===== src/rtl/reg_bank_mp.sv =====
// rtl/reg_bank_mp.sv - multi-port register bank with write-first bypass and bulk-clear sequencer
module reg_bank_mp #(
    parameter int                DATA_W    = 16,
    parameter int                DEPTH     = 8,
    parameter logic [DATA_W-1:0] RESET_VAL = '0
) (
    input  logic                     clk,
    input  logic                     reset,
    input  logic                     wr_en,
    input  logic [$clog2(DEPTH)-1:0] wr_addr,
    input  logic [DATA_W-1:0]        wr_data,
    output logic                     wr_ready,
    input  logic [$clog2(DEPTH)-1:0] rd_addr_a,
    output logic [DATA_W-1:0]        rd_data_a,
    input  logic [$clog2(DEPTH)-1:0] rd_addr_b,
    output logic [DATA_W-1:0]        rd_data_b,
    input  logic                     clr_req,
    output logic                     clr_busy,
    output logic                     clr_done
);
    localparam int ADDR_W = $clog2(DEPTH);
    localparam logic [0:0] ST_IDLE  = 1'b0;
    localparam logic [0:0] ST_CLEAR = 1'b1;
    localparam logic [ADDR_W-1:0] PTR_LAST = ADDR_W'(DEPTH - 1);

    logic [0:0]        state_q, state_d;
    logic [ADDR_W-1:0] ptr_q, ptr_d;
    logic              done_q, done_d;
    logic [DATA_W-1:0] mem_q [DEPTH];
    logic [DATA_W-1:0] mem_d [DEPTH];
    logic [DATA_W-1:0] rd_a_q, rd_a_d;
    logic [DATA_W-1:0] rd_b_q, rd_b_d;
    logic              clearing;
    logic              wr_fire;

    assign clearing  = (state_q == ST_CLEAR);
    assign wr_fire   = wr_en & ~clearing;
    assign wr_ready  = ~clearing;
    assign clr_busy  = clearing;
    assign clr_done  = done_q;
    assign rd_data_a = rd_a_q;
    assign rd_data_b = rd_b_q;

    always_comb begin
        state_d = state_q;
        ptr_d   = ptr_q;
        done_d  = 1'b0;
        case (state_q)
            ST_IDLE: begin
                if (clr_req) begin
                    state_d = ST_CLEAR;
                    ptr_d   = '0;
                end
            end
            ST_CLEAR: begin
                if (ptr_q == PTR_LAST) begin
                    state_d = ST_IDLE;
                    ptr_d   = '0;
                    done_d  = 1'b1;
                end else begin
                    ptr_d = ptr_q + 1'b1;
                end
            end
            default: state_d = ST_IDLE;
        endcase
    end

    // A write and a clear never coincide: writes are blocked while clearing.
    always_comb begin
        mem_d = mem_q;
        if (wr_fire) begin
            mem_d[wr_addr] = wr_data;
        end
        if (clearing) begin
            mem_d[ptr_q] = '0;
        end
    end

    always_comb begin
        rd_a_d = mem_q[rd_addr_a];
        if (wr_fire && (wr_addr == rd_addr_a)) begin
            rd_a_d = wr_data;
        end
        if (clearing && (ptr_q == rd_addr_a)) begin
            rd_a_d = '0;
        end
        rd_b_d = mem_q[rd_addr_b];
        if (wr_fire && (wr_addr == rd_addr_b)) begin
            rd_b_d = wr_data;
        end
        if (clearing && (ptr_q == rd_addr_b)) begin
            rd_b_d = '0;
        end
    end

    always_ff @(posedge clk) begin
        if (reset) begin
            state_q <= ST_IDLE;
            ptr_q   <= '0;
            done_q  <= 1'b0;
            rd_a_q  <= '0;
            rd_b_q  <= '0;
            for (int i = 0; i < DEPTH; i++) begin
                mem_q[i] <= RESET_VAL;
            end
        end else begin
            state_q <= state_d;
            ptr_q   <= ptr_d;
            done_q  <= done_d;
            rd_a_q  <= rd_a_d;
            rd_b_q  <= rd_b_d;
            mem_q   <= mem_d;
        end
    end
endmodule


===== config.mk =====
export PLATFORM = sky130hd
export DESIGN_NAME = reg_bank_mp
export DESIGN_NICKNAME = d
export VERILOG_FILES = /design/src/rtl/reg_bank_mp.sv
export SDC_FILE = /design/constraint.sdc
export NUM_CORES = 1
export LEC_CHECK = 0
export ABC_AREA = 1
export ABC_CLOCK_PERIOD_IN_PS = 3000
export BUFFER_PORTS_ARGS = -buffer_cell sky130_fd_sc_hd__clkbuf_2
export CORE_MARGIN = 8
export CORE_UTILIZATION = 50
export CTS_BUF_LIST = sky130_fd_sc_hd__clkbuf_4
export CTS_CLUSTER_SIZE = 28
export DETAILED_ROUTE_END_ITERATION = 8
export PLACE_DENSITY = 0.68
export REMOVE_ABC_BUFFERS = 1
export SLEW_MARGIN = 20
export SYNTH_ARGS = -nofsm -noshare
export SYNTH_HDL_FRONTEND = slang
export SYNTH_SLANG_ARGS = --single-unit

===== constraint.sdc =====
create_clock -name clk -period 3 [get_ports clk]
set_input_delay 0.6 -clock clk [delete_from_list [all_inputs] [get_ports clk]]
set_output_delay 0.6 -clock clk [all_outputs]
set_load 0.02 [all_outputs]

==> flow_summary.yaml, run 1 <==
synthesis:
  yosysSeqAreaShare_pct: 38.83
  synth_area_leader_cell: "dfxtp_1"
  synth_edf_count: 0
  post_synth_main_area_contributors: "dfxtp_1 (39%), nand2_1 (15%), nand3_1 (14%)"
  ys_types: 30
  avgSynthCellArea_um2: 6.666
  syn-cell-area_mm2: 0.008506
  synth-async-reset-ratio_pct: 0
  synth.top_cell.area_share_pct: 38.83
  synthFlopType: "dfxtp_1"
  ys_warn_count: 0
  ys_ff_latch: 165
  netlist_instances: 1276
pwr:
  vdd_drop_max_v: 0.0002662
  leakage_nw: 3.810
  pwr-share-clk_pct: 28.6
  switching_share_pct: 32.21
  p_seq_share_pct: 53.3
  power.switching_mw: 1.455
  internal_power_mw: 3.064
  p_comb_share_pct: 18.1
  powerDensity_mw_per_mm2: 495.9
  p_total_mw: 4.519
placed_design:
  place_hpwl_mm: 19.26
  routabilityCongestion: 0.8874
  port_buffers: 63
routing:
  vias_per_cell: 5.926
  first_iter_violations: 1210
  wl_per_cell_um: 19.95
  antenna_left: 0
  dr.pass1.iters: 5
  vias: 9055
  drt_wl_total_mm: 30.49
  drc_errors: 0
critical_path:
  required_ns: 2.40
  cp_max_fo: 10
  critPathSlowestCell: "dfxtp_1"
  setup.worst_path.end_class: "primary output"
  start_kind: "flop"
  path_cells: "inv_2 > clkbuf_2"
  crit_buf_inv: 2
  path_delay_family: "flip-flops"
  path_class: "flop to primary output"
  critPathArrivalTime_ns: 1.53
  critical_path.max_stage_delay_ns: 0.65
die:
  row_count: 47
  core_area_mm2: 0.01658
  start_util_pct: 51.29
  io_pins: 64
  fp.dieW_um: 146.4
  die_y_um: 146.4
  design.die.area_mm2: 0.02144
clocking:
  cts_buffer_depth: 2
  clock_tree.root_cell: "clkbuf_4"
  path_clk_slew_ns: 0.14
  ctsResizeCount: 0
  ctsHoldBuffers: 0
  clock-sinks: 165
  post-cts-setup-buffer-count: 0
  clock_latency_ns: 0.58
  cts_tree: "done"
  cts_max_level: 4
  cts_buffers: 17
timing:
  worst_pin_slew_ns: 0.8955
  grt_setup_unrepaired: "false"
  fin_crit_sh_pct: 70.89
  setup_tns_ns: 0
  report.final.slew_viol_count: 0
  setup_viol: 0
  fin_skew_ns: 0.01882
  fmax_ghz: 0.4702
  whs_ns: 0.2592
  period_minus_slack_ns: 2.127
  slew_headroom_pct: 40.29
  hold_violations: 0
status:
  status: "completed"
hold_path:
  hold_class: "input port to flop"
global_route:
  grt_pass1_wl_mm: 48.08
  grt_pass1_vias: 8376
  antenna_found_initial: 1
  track_usage_pct: 28.23
  grt_overflow: 0
  grt_max_degree: 41
final_layout:
  final_nets: 1325
  areaGrowthSynthToFinish_pct: 7.149
  fill_cells: 1687
  utilization_pct: 54.96
  drive_gt1_share_pct: 13.08
flow_run:
  maxCapViolations: 0
==> routing by layer <==
layer  GRT usage, %  up-vias  part of all wire, %
li1               -     4276                    -
met1          36.71     4112                   41
met2          43.52      574                   45
met3          6.829       93                   11
met4          12.67        0                  3.9
met5              0        -                    0
==> cell type report <==
| class | count | area, µm² | area share [%] |
|---|---|---|---|
| sequential | 165 | 3303 | 36.24 |
| multi-input combinational | 981 | 4573 | 50.18 |
| antenna | 1 | 2.502 | 0.02746 |
| tap | 220 | 275.3 | 3.020 |
| clock buffer | 20 | 150.1 | 1.647 |
| clock inverter | 12 | 112.6 | 1.236 |
| inverter | 38 | 146.4 | 1.606 |
| timing repair buffer | 91 | 550.5 | 6.041 |
==> worst paths after layout <==
| path | start | endpoint | slack, ns | cells past startpoint |
|---|---|---|---|---|
| setup / recovery | clr_busy$_SDFF_PP0_ | wr_ready | 0.87 | 2 |
| hold / removal | wr_data[14] | mem_q[110]$_SDFF_PP0_ | 0.26 | 3 |
| setup reg to reg | clr_busy$_SDFF_PP0_ | rd_data_a[10]$_SDFF_PP0_ | 0.98 | 7 |
| hold reg to reg | mem_q[110]$_SDFF_PP0_ | mem_q[110]$_SDFF_PP0_ | 0.51 | 2 |
==> power groups by stage <==
stage / clock network (mW) / logic [mW] / registers (mW)
after floorplan: 0 / 0.438 / 2.46
after global placement: 0 / 0.795 / 2.45
after detailed placement: 0 / 0.802 / 2.45
after CTS: 1.30 / 0.804 / 2.40
after global routing: 1.39 / 0.891 / 2.42
final: 1.29 / 0.818 / 2.41
==> flip-flops by register name, indices dropped and copies added, names as in the netlist <==
register,cells
clr_busy,1
clr_done,1
mem_q,128
ptr_q,3
rd_data_a,16
rd_data_b,16
==> worst min-delay path, stage by stage <==
cell      delay (ns)
clkbuf_2        0.09
nand2_1         0.05
a21oi_1         0.05
==> synthesized netlist by cell type, types with 3 or more instances <==
| library cell | n |
|---|---|
| nand2_1 | 331 |
| nand3_1 | 230 |
| dfxtp_1 | 165 |
| nor2_1 | 127 |
| a21oi_1 | 126 |
| o21ai_0 | 101 |
| buf_2 | 62 |
| o21ai_1 | 18 |
| clkinv_1 | 16 |
| buf_1 | 12 |
| inv_2 | 11 |
| buf_4 | 10 |
| nor2_4 | 10 |
| inv_1 | 9 |
| nor3_2 | 9 |
| nor3_1 | 6 |
| clkbuf_1 | 5 |
| o21ai_2 | 5 |
| nand2_4 | 4 |
| buf_6 | 3 |
| nand2_2 | 3 |
| nor2_8 | 3 |
==> per-stage QoR <==
stage | instances | instance area [µm²] | worst slack [ns]
after floorplan | 1184 | 8023 | 0.7063
after global placement | 1495 | 8848 | 0.6432
after detailed placement | 1495 | 8848 | 0.6095
after CTS | 1527 | 9111 | 0.8427
after global routing | 1528 | 9114 | 0.7695
final | 1528 | 9114 | 0.8733
==> placed cells by master (no fill, tap or decap) <==
master / n
a21oi_1: 126
a21oi_2: 2
buf_12: 2
buf_4: 26
bufinv_16: 2
clkbuf_2: 63
clkbuf_4: 20
clkinv_1: 21
clkinv_2: 3
clkinv_4: 1
clkinvlp_4: 2
dfxtp_1: 165
diode_2: 1
ha_1: 2
inv_1: 7
inv_2: 13
inv_4: 1
nand2_1: 331
nand2_2: 3
nand2_4: 4
nand3_1: 230
nand3_2: 1
nor2_1: 127
nor2_2: 1
nor2_4: 10
nor2_8: 3
nor3_1: 6
nor3_2: 9
o21ai_0: 101
o21ai_1: 18
o21ai_2: 5
xnor2_1: 1
xor2_1: 1
==> logic make-up (layout without fill, tap and decap cells) <==
family	Yosys count	after routing	share of synthesized area, %
buf+inv	130	161	7.399
flops	165	165	38.83
xor+xnor	2	2	0.2060
compound gates	252	252	15.14
other cells	0	1	0
fa+ha+maj	2	2	0.2942
simple gates	725	725	38.13
No activity file was read; power rests on OpenSTA's default activity.
==> inputs of run 2 (changes only) <==
Settings changed: ABC_CLOCK_PERIOD_IN_PS 3000 to 1890, PLACE_DENSITY 0.68 to 0.71.
Clock period 3 ns to 1.89 ns, I/O delays scaled along.
==> run 2 against run 1 <==
Against the previous run:
- critical path type is now flop to flop
- critical endpoint is now mem_q[119]$_SDFF_PP0_
- non-clock buffer count up 29
- largest power group unchanged
- combinational power up 66%
- largest cell class unchanged
- sequential cell count unchanged
==> flow_summary.yaml, run 2 (same netlist as run 1, synthesis figures left out) <==
final_layout:
  multi_input_area_mm2: 0.004596
  final_common_cell: "nand2_1"
  final_nets: 1354
  final_cells: 1556
  largest_register_ffs: 128
  top_register: "mem_q"
  final_cell_mix: "nand2_1 (331), nand3_1 (230), dfxtp_1 (165)"
  areaGrowthSynthToFinish_pct: 10.74
  drive_gt1_share_pct: 15.13
  fill_cells: 1616
  seq_area_mm2: 0.003303
  final_cell_area_mm2: 0.009419
routing:
  dr.pass1.iters: 5
  antenna_left: 0
  vias: 9101
  first_iter_violations: 1011
  vias_per_cell: 5.849
  wl_per_cell_um: 18.77
  drc_errors: 0
  drt_wl_total_mm: 29.20
placed_design:
  place_inst: 1523
  routabilityCongestion: 0.8971
  port_buffers: 63
  place_area_mm2: 0.009146
  place_hpwl_mm: 18.39
critical_path:
  start_kind: "flop"
  setup.worst_path.end_class: "flop"
  cp_max_fo: 16
  path_cells: "inv_2 > nor2_2 > o21ai_2 > o21ai_0 > a21oi_1"
  path_class: "flop to flop"
  critical_path.max_stage_delay_ns: 0.86
  critPathSlowestCell: "o21ai_2"
  required_ns: 2.42
  critPathArrivalTime_ns: 2.36
timing:
  fmax_ghz: 0.5459
  slew_headroom_pct: 25.09
  fin_crit_sh_pct: 96.92
  setup_viol: 0
  hold_violations: 0
  grt_setup_unrepaired: "false"
  worst_pin_slew_ns: 1.124
  period_minus_slack_ns: 1.832
  setup_tns_ns: 0
  report.final.slew_viol_count: 0
  fin_skew_ns: 0.01438
die:
  row_count: 47
  die_y_um: 146.4
  fp.dieW_um: 146.4
  io_pins: 64
  core_area_mm2: 0.01658
  start_util_pct: 51.29
  design.die.area_mm2: 0.02144
global_route:
  grt_overflow: 0
  grt_max_degree: 47
  grt_pass1_vias: 8415
  grt_pass1_wl_mm: 46.19
  antenna_found_initial: 1
  track_usage_pct: 27.32
hold_path:
  hold_class: "input port to flop"
clocking:
  clock-sinks: 165
  cts_tree: "done"
  cts_buffer_depth: 2
  clock_latency_ns: 0.60
  path_clk_slew_ns: 0.13
  cts_buffers: 17
  cts_max_level: 4
  clock_tree.root_cell: "clkbuf_4"
  post-cts-setup-buffer-count: 0
pwr:
  powerDensity_mw_per_mm2: 750.0
  leakage_nw: 3.975
  p_total_mw: 7.064
  vdd_drop_max_v: 0.0004205
status:
  status: "completed"
flow_run:
  maxCapViolations: 0
==> run 2: changes by cell type in the layout (fill, tap and decap cells not counted) <==
cell | before | now
a21oi_2 | 2 | 1
bufinv_16 | 2 | 1
buf_12 | 2 | 9
clkinv_2 | 3 | 7
clkinv_1 | 21 | 17
o21ai_2 | 5 | 3
dlygate4sd3_1 | 0 | 1
buf_4 | 26 | 47
a21oi_4 | 0 | 1
o21ai_4 | 0 | 2
==> run 2: power by group <==
| part | switching, mW | leakage [nW] | internal [mW] |
|---|---|---|---|
| combinational | 0.924 | 2.49 | 0.435 |
| clock | 1.24 | 0.136 | 0.670 |
| sequential | 0.123 | 1.35 | 3.67 |
| total | 2.29 | 3.97 | 4.78 |
==> run 2: routing by layer <==
layer / part of all wire (%) / global-route usage [%] / wire length, µm / vias to the layer above
met4: 5.8 / 16.85 / 1694 / 0
li1: - / - / - / 4342
met2: 46 / 44.28 / 13340 / 539
met5: 0 / 0 / 0 / -
met3: 9.4 / 5.841 / 2747 / 129
met1: 39 / 32.57 / 11420 / 4091
==> run 2: per-stage QoR <==
step / hold WS [ns] / setup WS, ns / util [%]
finish: 0.03890 / 0.05825 / 56.80
global route: 0.006303 / 0.006585 / 56.80
CTS: 0.01255 / 0.06544 / 56.65
detailed placement: 0.4813 / -0.03034 / 55.15
global placement: 0.4734 / 0.03201 / 55.15
floorplan: 0.4471 / -0.1817 / -
==> run 2: repair_timing <==
item,CTS,global route
hold endpoints to repair,1,0
resized for setup,0,3
setup endpoints to repair,0,25
hold buffers,1,0
==> run 2: worst paths after layout <==
check	start	endpoint	slack, ns	cells past startpoint
min	wr_data[7]	mem_q[103]$_SDFF_PP0_	0.04	3
max reg2reg	clr_busy$_SDFF_PP0_	mem_q[119]$_SDFF_PP0_	0.06	5
max	clr_busy$_SDFF_PP0_	mem_q[119]$_SDFF_PP0_	0.06	5
min reg2reg	mem_q[110]$_SDFF_PP0_	mem_q[110]$_SDFF_PP0_	0.50	2
==> run 2: worst max-delay path, delay by kind of cell, from the launching register on <==
family	cells	cell delay [ns]
buffers and inverters	1	0.06
flip-flops	1	0.34
AO/OA/AOI/OAI	3	1.29
AND/OR/NAND/NOR	1	0.07
==> run 2: cell type report <==
| cell class | instances | area share [%] |
|---|---|---|
| inverter | 38 | 1.554 |
| clock inverter | 11 | 0.9299 |
| antenna | 1 | 0.02657 |
| tap | 220 | 2.922 |
| multi-input combinational | 981 | 48.79 |
| clock buffer | 20 | 1.594 |
| sequential | 165 | 35.07 |
| timing repair buffer | 120 | 9.113 |
==> inputs of run 3 (changes only) <==
Settings changed: BUFFER_PORTS_ARGS -buffer_cell sky130_fd_sc_hd__clkbuf_2 to unset, DONT_BUFFER_PORTS set to 1, PLACE_DENSITY 0.71 to 0.68.
==> run 3 against run 2 <==
Against the previous run:
- via count decreased by 2.3%
- largest power group unchanged
- power fell by 0.86%
- critical path depth decreased by 3
- die area is the same
- largest cell class unchanged
- register-to-register slack better by 0.10 ns
==> flow_summary.yaml, run 3 (same netlist as run 1, synthesis figures left out) <==
flow_run:
  maxCapViolations: 0
timing:
  grt_setup_unrepaired: "false"
  hold_violations: 0
  fmax_ghz: 0.5566
  report.final.slew_viol_count: 0
  fin_crit_sh_pct: 95.05
  fin_skew_ns: 0.01104
  setup_tns_ns: 0
  slew_headroom_pct: 64.98
  worst_pin_slew_ns: 0.5253
  period_minus_slack_ns: 1.796
  setup_viol: 0
clocking:
  cts_max_level: 4
  clock_tree.root_cell: "clkbuf_4"
  cts_buffer_depth: 2
  clock_latency_ns: 0.58
  post-cts-setup-buffer-count: 0
  clock-sinks: 165
  path_clk_slew_ns: 0.13
  cts_tree: "done"
  cts_buffers: 17
routing:
  vias: 8895
  met3_wirelength_mm: 2.981
  vias_per_cell: 5.950
  drt_wl_total_mm: 29.70
  first_iter_violations: 1100
  antenna_left: 0
  dr.pass1.iters: 6
  wl_met1_mm: 11.99
  wl_met2_mm: 13.58
  drc_errors: 0
  topRoutingLayerUsed: "met4"
  wl_per_cell_um: 19.87
final_layout:
  final_nets: 1294
  final_cell_area_mm2: 0.009154
  final_common_cell: "nand2_1"
  areaGrowthSynthToFinish_pct: 7.620
  final_cell_mix: "nand2_1 (331), nand3_1 (230), dfxtp_1 (165)"
  largest_register_ffs: 128
  drive_gt1_share_pct: 9.576
  top_register: "mem_q"
critical_path:
  required_ns: 1.51
  cp_max_fo: 7
  critPathArrivalTime_ns: 1.42
  critPathSlowestCell: "dfxtp_1"
  crit_buf_inv: 2
  path_cells: "inv_2 > buf_4"
  path_delay_family: "flip-flops"
  start_kind: "flop"
  critical_path.max_stage_delay_ns: 0.58
  setup.worst_path.end_class: "primary output"
  path_class: "flop to primary output"
global_route:
  grt_overflow: 0
  antenna_found_initial: 1
  grt_max_degree: 68
  track_usage_pct: 27.11
  grt_pass1_wl_mm: 45.86
  grt_pass1_vias: 8113
placed_design:
  port_buffers: 0
  place_hpwl_mm: 17.63
  place_area_mm2: 0.008706
  routabilityCongestion: 0.9219
die:
  fp.dieW_um: 146.4
  design.die.area_mm2: 0.02144
  die_y_um: 146.4
  core_area_mm2: 0.01658
  io_pins: 64
  row_count: 47
  start_util_pct: 51.29
hold_path:
  hold_class: "input port to flop"
pwr:
  vdd_drop_max_v: 0.0006133
  powerDensity_mw_per_mm2: 765.1
  leakage_nw: 3.694
  p_total_mw: 7.004
status:
  status: "completed"
[run 3: changes by cell type in the layout (fill, tap and decap cells not counted), sizes merged]
cell | before | now
clkbuf | 83 | 19
dlygate4sd3 | 1 | 19
buf | 56 | 41
clkinv | 25 | 22
clkinvlp | 2 | 4
bufinv | 1 | 2
[run 3: final timing paths]
path	slack, ns	cells past startpoint	start	end
hold reg to reg	0.50	2	mem_q[110]$_SDFF_PP0_	mem_q[110]$_SDFF_PP0_
setup / recovery	0.09	2	clr_busy$_SDFF_PP0_	wr_ready
setup reg to reg	0.16	5	clr_busy$_SDFF_PP0_	ptr_q[1]$_SDFFE_PP0P_
hold / removal	0.06	4	rd_addr_b[2]	rd_data_b[2]$_SDFF_PP0_
[run 3: what timing repair did]
action	in CTS	in global routing
endpoints found under the hold margin	21	0
resized for setup	0	0
hold buffers	19	0
[run 3: area by class of cell]
class	instances	area (µm²)
fillers	1692	7430
multi-input cells	981	4573
flip-flops and latches	165	3303
repair buffers	60	598.1
well taps	220	275.3
inverters	38	146.4
clock buffers	19	142.6
clock inverters	11	112.6
diodes	1	2.502
[run 3: tightest hold or removal path, delay by kind of cell]
kind	cells	cell delay, ns
and+or+nand+nor	4	0.24
[run 3: per-stage QoR]
stage          util, %  hold WS, ns  setup WS (ns)  std cells
2_1_floorplan        -       0.4471        -0.1817       1184
4_1_cts          55.18      0.03754        0.07431       1494
5_1_grt          55.20      0.02878        0.01241       1495
3_3_place_gp     52.50       0.4504         0.3277       1445
6_report         55.20      0.05771        0.09353       1495
3_5_place_dp     52.50       0.4529         0.3014       1445
[run 3: layer usage]
metal / GRT usage [%] / up-vias
li1: - / 4215
met4: 12.31 / 0
met1: 33.91 / 4044
met2: 44.07 / 536
met5: 0 / -
met3: 5.624 / 100
[run 3: power breakdown]
group          switching, mW  internal (mW)
sequential             0.207           3.67
clock                   1.24          0.781
combinational          0.708          0.393
